**config.mk**
```make
export PLATFORM = sky130hd
export DESIGN_NAME = pipe_hazard_ctrl
export DESIGN_NICKNAME = d
export VERILOG_FILES = /design/src/rtl/pipe_hazard_ctrl.sv
export SDC_FILE = /design/constraint.sdc
export NUM_CORES = 1
export LEC_CHECK = 0
export ABC_CLOCK_PERIOD_IN_PS = 1350
export BUFFER_PORTS_ARGS = -buffer_cell sky130_fd_sc_hd__buf_2
export CORE_UTILIZATION = 25
export CTS_CLUSTER_DIAMETER = 50
export DETAILED_ROUTE_END_ITERATION = 16
export PLACE_DENSITY = 0.57
export SETUP_SLACK_MARGIN = 0.05
export SLEW_MARGIN = 20
export SYNTH_ARGS = -nofsm -noshare
export SYNTH_HDL_FRONTEND = slang
export SYNTH_SLANG_ARGS = --single-unit
```
**constraint.sdc**
```tcl
create_clock -name clk -period 1.35 [get_ports clk]
set_input_delay 0.135 -clock clk [delete_from_list [all_inputs] [get_ports clk]]
set_output_delay 0.135 -clock clk [all_outputs]
set_load 0.05 [all_outputs]
```
**src/rtl/pipe_hazard_ctrl.sv**
```systemverilog
// ID/EX hazard scheduler: load-use stalls, branch bubbles, CP0 flush FSM and mult/div busy window.
// Optional performance counters are enabled by defining HAZ_PERF_EN.
module pipe_hazard_ctrl #(
  parameter int MD_CYCLES = 32,
  parameter int CNT_W     = 6
) (
  input  logic       clk,
  input  logic       rst,
  input  logic [4:0] id_ra,
  input  logic [4:0] id_rb,
  input  logic       id_use_rb,
  input  logic       id_md_start,
  input  logic       id_md_use,
  input  logic [4:0] ex_rw,
  input  logic       ex_regWr,
  input  logic [1:0] ex_memtoreg,
  input  logic       ex_branch_taken,
  input  logic       exc_req,
  input  logic       eret_req,
  output logic       hazard,
  output logic       BranchBubble,
  output logic [1:0] cp0bubble,
  output logic       pc_stall,
  output logic       ifid_stall,
  output logic       ifid_flush,
`ifdef HAZ_PERF_EN
  output logic [31:0] stall_cnt,
  output logic [31:0] flush_cnt,
  output logic [31:0] md_wait_cnt,
`endif
  output logic       md_busy
);

  typedef enum logic [1:0] {IDLE, EXC1, EXC2} state_t;

  state_t           state_q, state_d;
  logic [CNT_W-1:0] md_cnt_q, md_cnt_d;

  logic load_use;
  logic md_busy_w;
  logic md_wait;
  logic exc_evt;
  logic md_wait_stall;

  assign load_use  = ex_regWr && (ex_memtoreg == 2'd1) && (ex_rw != 5'd0) &&
                     ((ex_rw == id_ra) || (id_use_rb && (ex_rw == id_rb)));
  assign md_busy_w = (md_cnt_q != '0);
  assign md_wait   = md_busy_w && (id_md_use || id_md_start);
  assign exc_evt   = exc_req || eret_req;

  always_comb begin
    state_d       = state_q;
    md_cnt_d      = md_busy_w ? (md_cnt_q - 1'b1) : md_cnt_q;
    hazard        = 1'b0;
    BranchBubble  = 1'b0;
    cp0bubble     = 2'd0;
    pc_stall      = 1'b0;
    ifid_stall    = 1'b0;
    ifid_flush    = 1'b0;
    md_wait_stall = 1'b0;

    case (state_q)
      IDLE:    if (exc_evt) state_d = EXC1;
      EXC1:    state_d = EXC2;
      EXC2:    state_d = IDLE;
      default: state_d = IDLE;
    endcase

    // Priority chain: CP0 flush > taken branch > load-use > mult/div wait.
    // A flushed ID instruction never starts a mult/div, so the counter only loads in the last branch.
    if (state_q == EXC1) begin
      BranchBubble = 1'b1;
      ifid_flush   = 1'b1;
      cp0bubble    = 2'd1;
    end else if (state_q == EXC2) begin
      BranchBubble = 1'b1;
      cp0bubble    = 2'd2;
    end else if (exc_evt) begin
      // Flush begins next edge; suppress everything lower this cycle.
    end else if (ex_branch_taken) begin
      BranchBubble = 1'b1;
      ifid_flush   = 1'b1;
    end else if (load_use) begin
      hazard     = 1'b1;
      pc_stall   = 1'b1;
      ifid_stall = 1'b1;
    end else if (md_wait) begin
      hazard        = 1'b1;
      pc_stall      = 1'b1;
      ifid_stall    = 1'b1;
      md_wait_stall = 1'b1;
    end else if (id_md_start) begin
      md_cnt_d = CNT_W'(MD_CYCLES - 1);
    end

    if (rst) begin
      hazard        = 1'b0;
      BranchBubble  = 1'b0;
      cp0bubble     = 2'd0;
      pc_stall      = 1'b0;
      ifid_stall    = 1'b0;
      ifid_flush    = 1'b0;
      md_wait_stall = 1'b0;
    end
  end

  assign md_busy = md_busy_w && !rst;

  always_ff @(posedge clk or posedge rst) begin
    if (rst) begin
      state_q  <= IDLE;
      md_cnt_q <= '0;
    end else begin
      state_q  <= state_d;
      md_cnt_q <= md_cnt_d;
    end
  end

`ifdef HAZ_PERF_EN
  logic [31:0] stall_cnt_q, stall_cnt_d;
  logic [31:0] flush_cnt_q, flush_cnt_d;
  logic [31:0] md_wait_cnt_q, md_wait_cnt_d;

  always_comb begin
    stall_cnt_d   = stall_cnt_q   + {31'd0, pc_stall};
    flush_cnt_d   = flush_cnt_q   + {31'd0, BranchBubble};
    md_wait_cnt_d = md_wait_cnt_q + {31'd0, md_wait_stall};
  end

  always_ff @(posedge clk or posedge rst) begin
    if (rst) begin
      stall_cnt_q   <= '0;
      flush_cnt_q   <= '0;
      md_wait_cnt_q <= '0;
    end else begin
      stall_cnt_q   <= stall_cnt_d;
      flush_cnt_q   <= flush_cnt_d;
      md_wait_cnt_q <= md_wait_cnt_d;
    end
  end

  assign stall_cnt   = stall_cnt_q;
  assign flush_cnt   = flush_cnt_q;
  assign md_wait_cnt = md_wait_cnt_q;
`endif

endmodule

```
# ---- After elaboration in Yosys (flattened, before gate mapping)
# Index checks and enable logic that the tools add are counted.
dict set report totals {
  reg_bits 8
  in_bits 26
  out_inout_bits 8
  wordCells 50
}
dict set report classes {
  addsub 1
  n_eq_ne 6
  mux 28
  n_reduce_logical 13
}
# cell n
set ops {}
lappend ops {{two-way mux 6 bit} 8}
lappend ops {{two-way mux 1 bit} 15}
lappend ops {{== test 5 bit} 2}
lappend ops {{two-way mux 2 bit} 4}
lappend ops {{logical AND 1 bit} 6}
lappend ops {{nonzero test 6 bit} 1}
lappend ops {{subtractor 6 x 1 -> 6 bit, second input constant} 1}
lappend ops {{nonzero test 5 bit} 1}
lappend ops {{== test 2 x 1 -> 1 bit, second input constant} 2}
lappend ops {{one-hot mux 2 bit (2 select lines)} 1}
lappend ops {{logical OR 1 bit} 3}
lappend ops {{== test 2 bit, second input constant} 1}
lappend ops {{zero test 2 bit} 1}
lappend ops {{inequality test 2 bit, second input constant} 1}
lappend ops {{zero test 1 bit} 1}

# ---- Logic depth before layout (Yosys ltp)
# Gate-level depths: netlist of the first run.
dict set report logic_depth {
  word_depth 10
  mapped_depth 6
  depth_no_buf 5
}

# ---- Worst setup path before layout of the first run
# No wires, ideal clock.
dict set report synth_timing {
  kind {reg2out}
  from {register md_cnt_q[0]}
  to {output port ifid_stall}
  arrival_time_ns 1.815
  required_ns 1.215
  path_slack_ns -0.600
  stages_incl_launch_ff 7
  path_buffers 1
  cell_sequence {dfrtp_1 inv_1 ha_1 and4bb_2 o22ai_1 and3_1 buf_4}
}
dict set report synth_between {
  elab_chain_cells 9
}
# element line
set synth_lines {}
lappend synth_lines {{start, declared} 37} ;# logic [CNT_W-1:0] md_cnt_q, md_cnt_d;
lappend synth_lines {{start signal, assigned} 115} ;# md_cnt_q <= md_cnt_d;
lappend synth_lines {{nonzero test 6 bit} 47} ;# assign md_busy_w = (md_cnt_q != '0);
lappend synth_lines {{logical AND 1 bit} 48} ;# assign md_wait = md_busy_w && (id_md_use || id_md_start);
lappend synth_lines {{two-way mux 1 bit (7 in a row)} -}
lappend synth_lines {{end, declared} 24} ;# output logic ifid_stall,
# Every way passes these cells.

# ---- Final worst setup path of the first run
dict set report layout_timing {
  from {register md_cnt_q[1]}
  to {output port hazard}
}
dict set report layout_between {
  elab_chain_cells 9
}
# element line
set layout_lines {}
lappend layout_lines {{nonzero test 6 bit} 47}
lappend layout_lines {{logical AND 1 bit} 48}
lappend layout_lines {{two-way mux 1 bit} 87} ;# end else if (md_wait) begin
lappend layout_lines {{two-way mux 1 bit} 83} ;# end else if (load_use) begin
lappend layout_lines {{two-way mux 1 bit} 80} ;# end else if (ex_branch_taken) begin
lappend layout_lines {{two-way mux 1 bit} 78} ;# end else if (exc_evt) begin
lappend layout_lines {{two-way mux 1 bit} 75} ;# end else if (state_q == EXC2) begin
lappend layout_lines {{two-way mux 1 bit} 71} ;# if (state_q == EXC1) begin
lappend layout_lines {{two-way mux 1 bit} 96} ;# if (rst) begin
lappend layout_lines {{end, declared} 20} ;# output logic hazard,
# Every way passes these cells.

==> results.json, run 1 <==
{
  "async_flop_share_pct": 100,
  "hold_viol": 0,
  "fillCellCount": 214,
  "track_usage_pct": 15.5,
  "die_height_um": 52.4,
  "vias": 746,
  "fp-row-count": 17,
  "fin_skew_ns": 0.000725,
  "cts_root_buf": "clkbuf_4",
  "clock_latency_ns": 0.25,
  "fin_tns_setup_ns": -3.15,
  "outcome": "finished with violations",
  "dp_cells": 152,
  "synthDistinctLibCells": 25,
  "hp-class": "in2async",
  "synth_top_area_share_pct": 31.6,
  "startpoint_type": "flop",
  "setup_violations": 13,
  "slowest_delay_ns": 0.36,
  "ys_ff_latch": 8,
  "ys_seq_area_share_pct": 31.6,
  "routed_wl_mm": 1.94,
  "cts.sinks": 8,
  "synth_most_common_cell": "nor2_1",
  "fin_nets": 167,
  "crit_required_ns": 1.22,
  "avgSynthCellArea_um2": 8.57,
  "drt-vias-per-instance": 4.52,
  "critPathMaxFanout": 3,
  "critPathKind": "reg2out",
  "die_area_um2": 2740,
  "synth_top_area_cell": "dfrtp_1",
  "leakagePower_nw": 0.620,
  "clock_path_buffers": 2,
  "dpl_worst_slack_ns": -0.250,
  "period_share_pct": 130,
  "path_clk_slew_ns": 0.05,
  "drcViolationCount": 0,
  "synthTopCellsByArea": "dfrtp_1 32%, xor2_1 15%, nor2_1 7.7%, xnor2_1 4.1%, ha_1 3.9%",
  "ys.warnings.count": 0,
  "fp.dieW_um": 52.4,
  "drive_gt1_share_pct": 69.3,
  "cts_max_level": 1,
  "antenna_found_initial": 0,
  "r2r_slack_ns": -0.26,
  "final_cells": 165,
  "cpMaxStageDelayCell": "dfrtp_1",
  "grt_pass1_vias": 756,
  "dr.pass1.iters": 3,
  "cts_buffers": 3,
  "initial_core_util_pct": 27.6,
  "cp_cell_sequence": "inv_2 -> ha_4 -> and4bb_2 -> o22ai_2 -> and3_4 -> buf_6",
  "synth_nets": 102,
  "cts_tree": "yes",
  "core_area_um2": 2300,
  "ctsHoldBuffers": 0,
  "rsz0062_at_grt": "true",
  "powerDensity_nw_per_um2": 1780,
  "failed_checks": "negative setup slack",
  "cp.arrival_ns": 1.62,
  "routabilityCongestion": 0.810,
  "path_buf_inv": 2,
  "max_cap_viol_count": 0,
  "slew_viol_final": 0,
  "vdd_ir_drop_max_uv": 863,
  "detail-route-antenna-nets": 0,
  "synth_commonest_cells": "13 x nor2_1, 11 x xor2_1, 8 x dfrtp_1, 5 x inv_1, 5 x nand2_1",
  "crit_path_end_kind": "output port",
  "detail_route.wl_per_cell_um": 11.7,
  "critPathTopFamily": "simple AND/OR/NAND/NOR gates",
  "final_util_pct": 55.6,
  "grt_pass1_wl_mm": 3.07,
  "post-dp-hpwl_mm": 1.40,
  "tightest_slew_ns": 0.289,
  "synth_area_um2": 634,
  "grt_max_degree": 9,
  "relSlewSlack_pct": 80.7,
  "portBuffers": 33,
  "synth_edf_count": 0,
  "area_growth_pct": 101,
  "setup_ws_ns": -0.410,
  "diodes": 0,
  "overflow": 0,
  "drt_iter0_drc": 2,
  "max_freq_ghz": 0.568,
  "hold_ws_ns": 0.0279,
  "finalCriticalPeriod_ns": 1.76,
  "synth_ff_type": "dfrtp_1",
  "netlist_instances": 74,
  "ioPinCount": 34
}
## final timing paths
kind                                to         from  cells past startpoint
max in group asynchronous   state_q[0]          rst                      3
min in group clk           md_cnt_q[4]  id_md_start                      4
max reg2reg                md_cnt_q[1]  md_cnt_q[1]                      8
max                             hazard  md_cnt_q[1]                      6
min                        md_cnt_q[2]          rst                      3
min reg2reg                md_cnt_q[4]  md_cnt_q[4]                      3
## power by group
part / switching, mW / internal, mW
registers: 0.0875 / 0.364
logic: 0.776 / 0.872
clock network: 0.0723 / 0.101
## layout by cell type (no fill, tap or decap), types with 3 or more instances in the layout
| master | Yosys | final |
|---|---|---|
| a21oi_1 | 4 | 3 |
| nand2_1 | 5 | 3 |
| xor2_1 | 11 | 11 |
| dfrtp_1 | 8 | 8 |
| nor2_4 | 0 | 4 |
| clkbuf_4 | 0 | 3 |
| buf_2 | 0 | 25 |
| buf_4 | 2 | 21 |
| nor2_1 | 13 | 7 |
| buf_6 | 1 | 15 |
## final cells by class
type | instances | area (um2) | area share [%]
multi-input combinational | 58 | 517 | 40.5
sequential | 8 | 200 | 15.7
inverter | 5 | 21.3 | 1.67
tap | 28 | 35.0 | 2.74
timing repair buffer | 63 | 482 | 37.7
clock buffer | 3 | 22.5 | 1.76
## state kept, by name (all words and copies together) (netlist names)
name,flops
md_cnt_q,6
state_q,2
## logic make-up (layout without fill, tap and decap cells)
logic type / count (synthesis) / count (layout) / share of synthesized area, %
mux: 1 / 1 / 1.58
xor+xnor: 14 / 14 / 19.3
buf+inv: 8 / 71 / 7.10
flops: 8 / 8 / 31.6
fa+ha+maj: 3 / 3 / 5.52
simple gates: 29 / 29 / 23.5
compound gates: 11 / 11 / 11.4
## metal layers
| metal | part of all wire, % | vias to the layer above | track usage [%] | wire [um] |
|---|---|---|---|---|
| met2 | 54 | 20 | 28.7 | 1040 |
| li1 | - | 377 | - | - |
| met1 | 40 | 341 | 16.4 | 781 |
| met4 | 2.8 | 0 | 8.77 | 55 |
| met3 | 3.2 | 8 | 2.32 | 61 |
| met5 | 0 | - | 0 | 0 |
## what timing repair did
action / in CTS / in global routing
setup buffers: 7 / 6
resized for setup: 34 / 14
pin swaps: 5 / 7
setup endpoints to repair: 12 / 14
## stage by stage
step | instance area, um2 | total power, mW
finish | 1280 | 2.27
global route | 1280 | 2.44
CTS | 1200 | 2.04
detailed placement | 1010 | 1.54
global placement | 1010 | 1.51
floorplan | 697 | 1.12
## worst min-delay path: cells and delay by family
kind	cells	cell delay, ns
buf+inv	3	0.47
Power figures use the tool's default switching activity.
==> inputs of run 2 (changes only) <==
Settings changed: ABC_AREA set to 1, CORE_UTILIZATION 25 to 41, PLACE_DENSITY 0.57 to 0.79, SLEW_MARGIN 20 to 10.
==> run 2 against run 1 <==
The run still ends with negative setup slack left. Sequential power is 4% higher. Utilization is 24 points higher. Critical path depth is 1 higher. Non-clock buffer count is 9 lower. Register-to-register slack better by 0.08 ns. Combinational power is 7% lower. Global-route usage is 13 points higher. Setup slack better by 0.096 ns. Synthesized area is 16% higher. First-iteration DRC count grew to 9.5 times the previous value.
==> results.json, run 2 <==
{
  "r2r_slack_ns": -0.18,
  "setup_violations": 10,
  "crit_path_end_kind": "output port",
  "final_common_cell": "nand2_1",
  "hold_ws_ns": 0.217,
  "relSlewSlack_pct": 70.6,
  "cts_tree": "yes",
  "fin_nets": 205,
  "track_usage_pct": 28.9,
  "ys_seq_area_share_pct": 27.1,
  "grt_max_degree": 9,
  "largest_reg_flops": 6,
  "synth_most_common_cell": "nand2_1",
  "dpl_cell_area_um2": 1020,
  "finalCriticalPeriod_ns": 1.66,
  "fp.dieW_um": 44.4,
  "drt-vias-per-instance": 5.41,
  "path_clk_slew_ns": 0.07,
  "startpoint_type": "flop",
  "synthDistinctLibCells": 21,
  "fillCellCount": 93,
  "cts_max_level": 1,
  "core_area_um2": 1590,
  "detail_route.wl_per_cell_um": 16.5,
  "max_freq_ghz": 0.601,
  "tightest_slew_ns": 0.440,
  "routed_wl_mm": 3.28,
  "drive_gt1_share_pct": 48.0,
  "synth_commonest_cells": "41 x nand2_1, 23 x inv_1, 10 x nor2_1, 8 x dfrtp_1, 5 x o21ai_0",
  "antenna_found_initial": 0,
  "regMostFlops": "md_cnt_q",
  "synthTopCellsByArea": "dfrtp_1 27%, nand2_1 21%, inv_1 12%, nor2_1 5.1%, ha_1 3.4%",
  "dp_cells": 184,
  "vdd_ir_drop_max_uv": 1460,
  "netlist_instances": 120,
  "max_cap_viol_count": 0,
  "cts.sinks": 8,
  "dpl_worst_slack_ns": 0.00333,
  "dr.pass1.iters": 4,
  "final_cell_mix": "39 x nand2_1, 25 x buf_2, 21 x inv_1, 16 x buf_4, 12 x buf_6",
  "grt_pass1_vias": 994,
  "hp-class": "in2reg",
  "synth_ff_type": "dfrtp_1",
  "detail-route-antenna-nets": 0,
  "multi_input_area_um2": 528,
  "cp.arrival_ns": 1.53,
  "clock_latency_ns": 0.27,
  "critPathKind": "reg2out",
  "synth_edf_count": 0,
  "leakagePower_nw": 0.737,
  "ys_ff_latch": 8,
  "powerDensity_nw_per_um2": 1740,
  "synth_nets": 148,
  "overflow": 0,
  "critPathMaxFanout": 3,
  "design_area_um2": 1270,
  "rsz0062_at_grt": "true",
  "cts_root_buf": "clkbuf_4",
  "crit_required_ns": 1.22,
  "fin_skew_ns": 0.0131,
  "hold_viol": 0,
  "diodes": 0,
  "fin_tns_setup_ns": -1.94,
  "cts_buffers": 3,
  "slew_viol_final": 0,
  "portBuffers": 33,
  "drcViolationCount": 0,
  "setup_ws_ns": -0.314,
  "post-dp-hpwl_mm": 1.46,
  "failed_checks": "negative setup slack",
  "routabilityCongestion": 0.810,
  "ioPinCount": 34,
  "async_flop_share_pct": 100,
  "synth_top_area_share_pct": 27.1,
  "area_growth_pct": 72.4,
  "period_share_pct": 123,
  "finalPower_mw": 2.21,
  "grt_pass1_wl_mm": 4.08,
  "avgSynthCellArea_um2": 6.15,
  "clock_path_buffers": 2,
  "die_area_um2": 1970,
  "synth_area_um2": 738,
  "drt_iter0_drc": 19,
  "ys.warnings.count": 0,
  "vias": 1077,
  "reg_top3": "md_cnt_q: 6 flops, state_q: 2 flops",
  "outcome": "finished with violations",
  "synth_top_area_cell": "dfrtp_1",
  "fp-row-count": 14,
  "initial_core_util_pct": 46.3,
  "final_cells": 199,
  "regArea_um2": 200,
  "die_height_um": 44.4,
  "final_util_pct": 79.8
}
run 2: cell type report:
type | count | area share (%)
Inverter | 27 | 7.96
Sequential cell | 8 | 15.7
Timing Repair Buffer | 54 | 30.7
Tap cell | 24 | 2.36
Multi-Input combinational cell | 83 | 41.5
Clock buffer | 3 | 1.77
run 2: metal layers:
metal | track usage, % | up-vias | wire [um]
li1 | - | 472 | -
met3 | 9.39 | 38 | 303
met5 | 0 | - | 0
met4 | 11.5 | 0 | 266
met2 | 56.2 | 87 | 1620
met1 | 27.4 | 480 | 1090
run 2: where the power goes:
| part | switching, mW | internal (mW) |
|---|---|---|
| clock network | 0.107 | 0.103 |
| logic | 0.865 | 0.670 |
| registers | 0.104 | 0.363 |
| total | 1.08 | 1.14 |
run 2: timing repair:
| item | CTS | global route |
|---|---|---|
| resized for setup | 27 | 12 |
| endpoints found under the hold margin | 8 | 0 |
| pin swaps | 3 | 5 |
| hold buffers | 1 | 0 |
| endpoints found under the setup margin | 10 | 13 |
| setup buffers | 8 | 5 |
run 2: critical path, stage by stage, from the launching register on:
cell and delay (ns):
dfrtp_1 0.40, inv_2 0.08, nand2_2 0.10, inv_2 0.06, nor2_4 0.13, nand3_2 0.09, a21oi_4 0.20, buf_6 0.19
run 2: path summary, 6_finish.rpt:
path / start / end / depth (start not counted)
hold / removal: exc_req / state_q[0] / 3
max in group asynchronous: rst / md_cnt_q[5] / 4
setup reg to reg: md_cnt_q[1] / md_cnt_q[0] / 9
setup / recovery: state_q[1] / hazard / 7
min in group asynchronous: rst / state_q[1] / 4
hold reg to reg: md_cnt_q[5] / md_cnt_q[5] / 2
run 2: cell families (layout without fill, tap and decap cells):
family / Yosys count / in the layout / synth area share [%]
AO/OA/AOI/OAI: 9 / 9 / 6.44
XOR/XNOR: 3 / 3 / 3.56
adder cells (fa/ha/maj): 2 / 2 / 3.39
buffers and inverters: 29 / 84 / 15.8
flip-flops: 8 / 8 / 27.1
AND/OR/NAND/NOR: 69 / 69 / 43.7
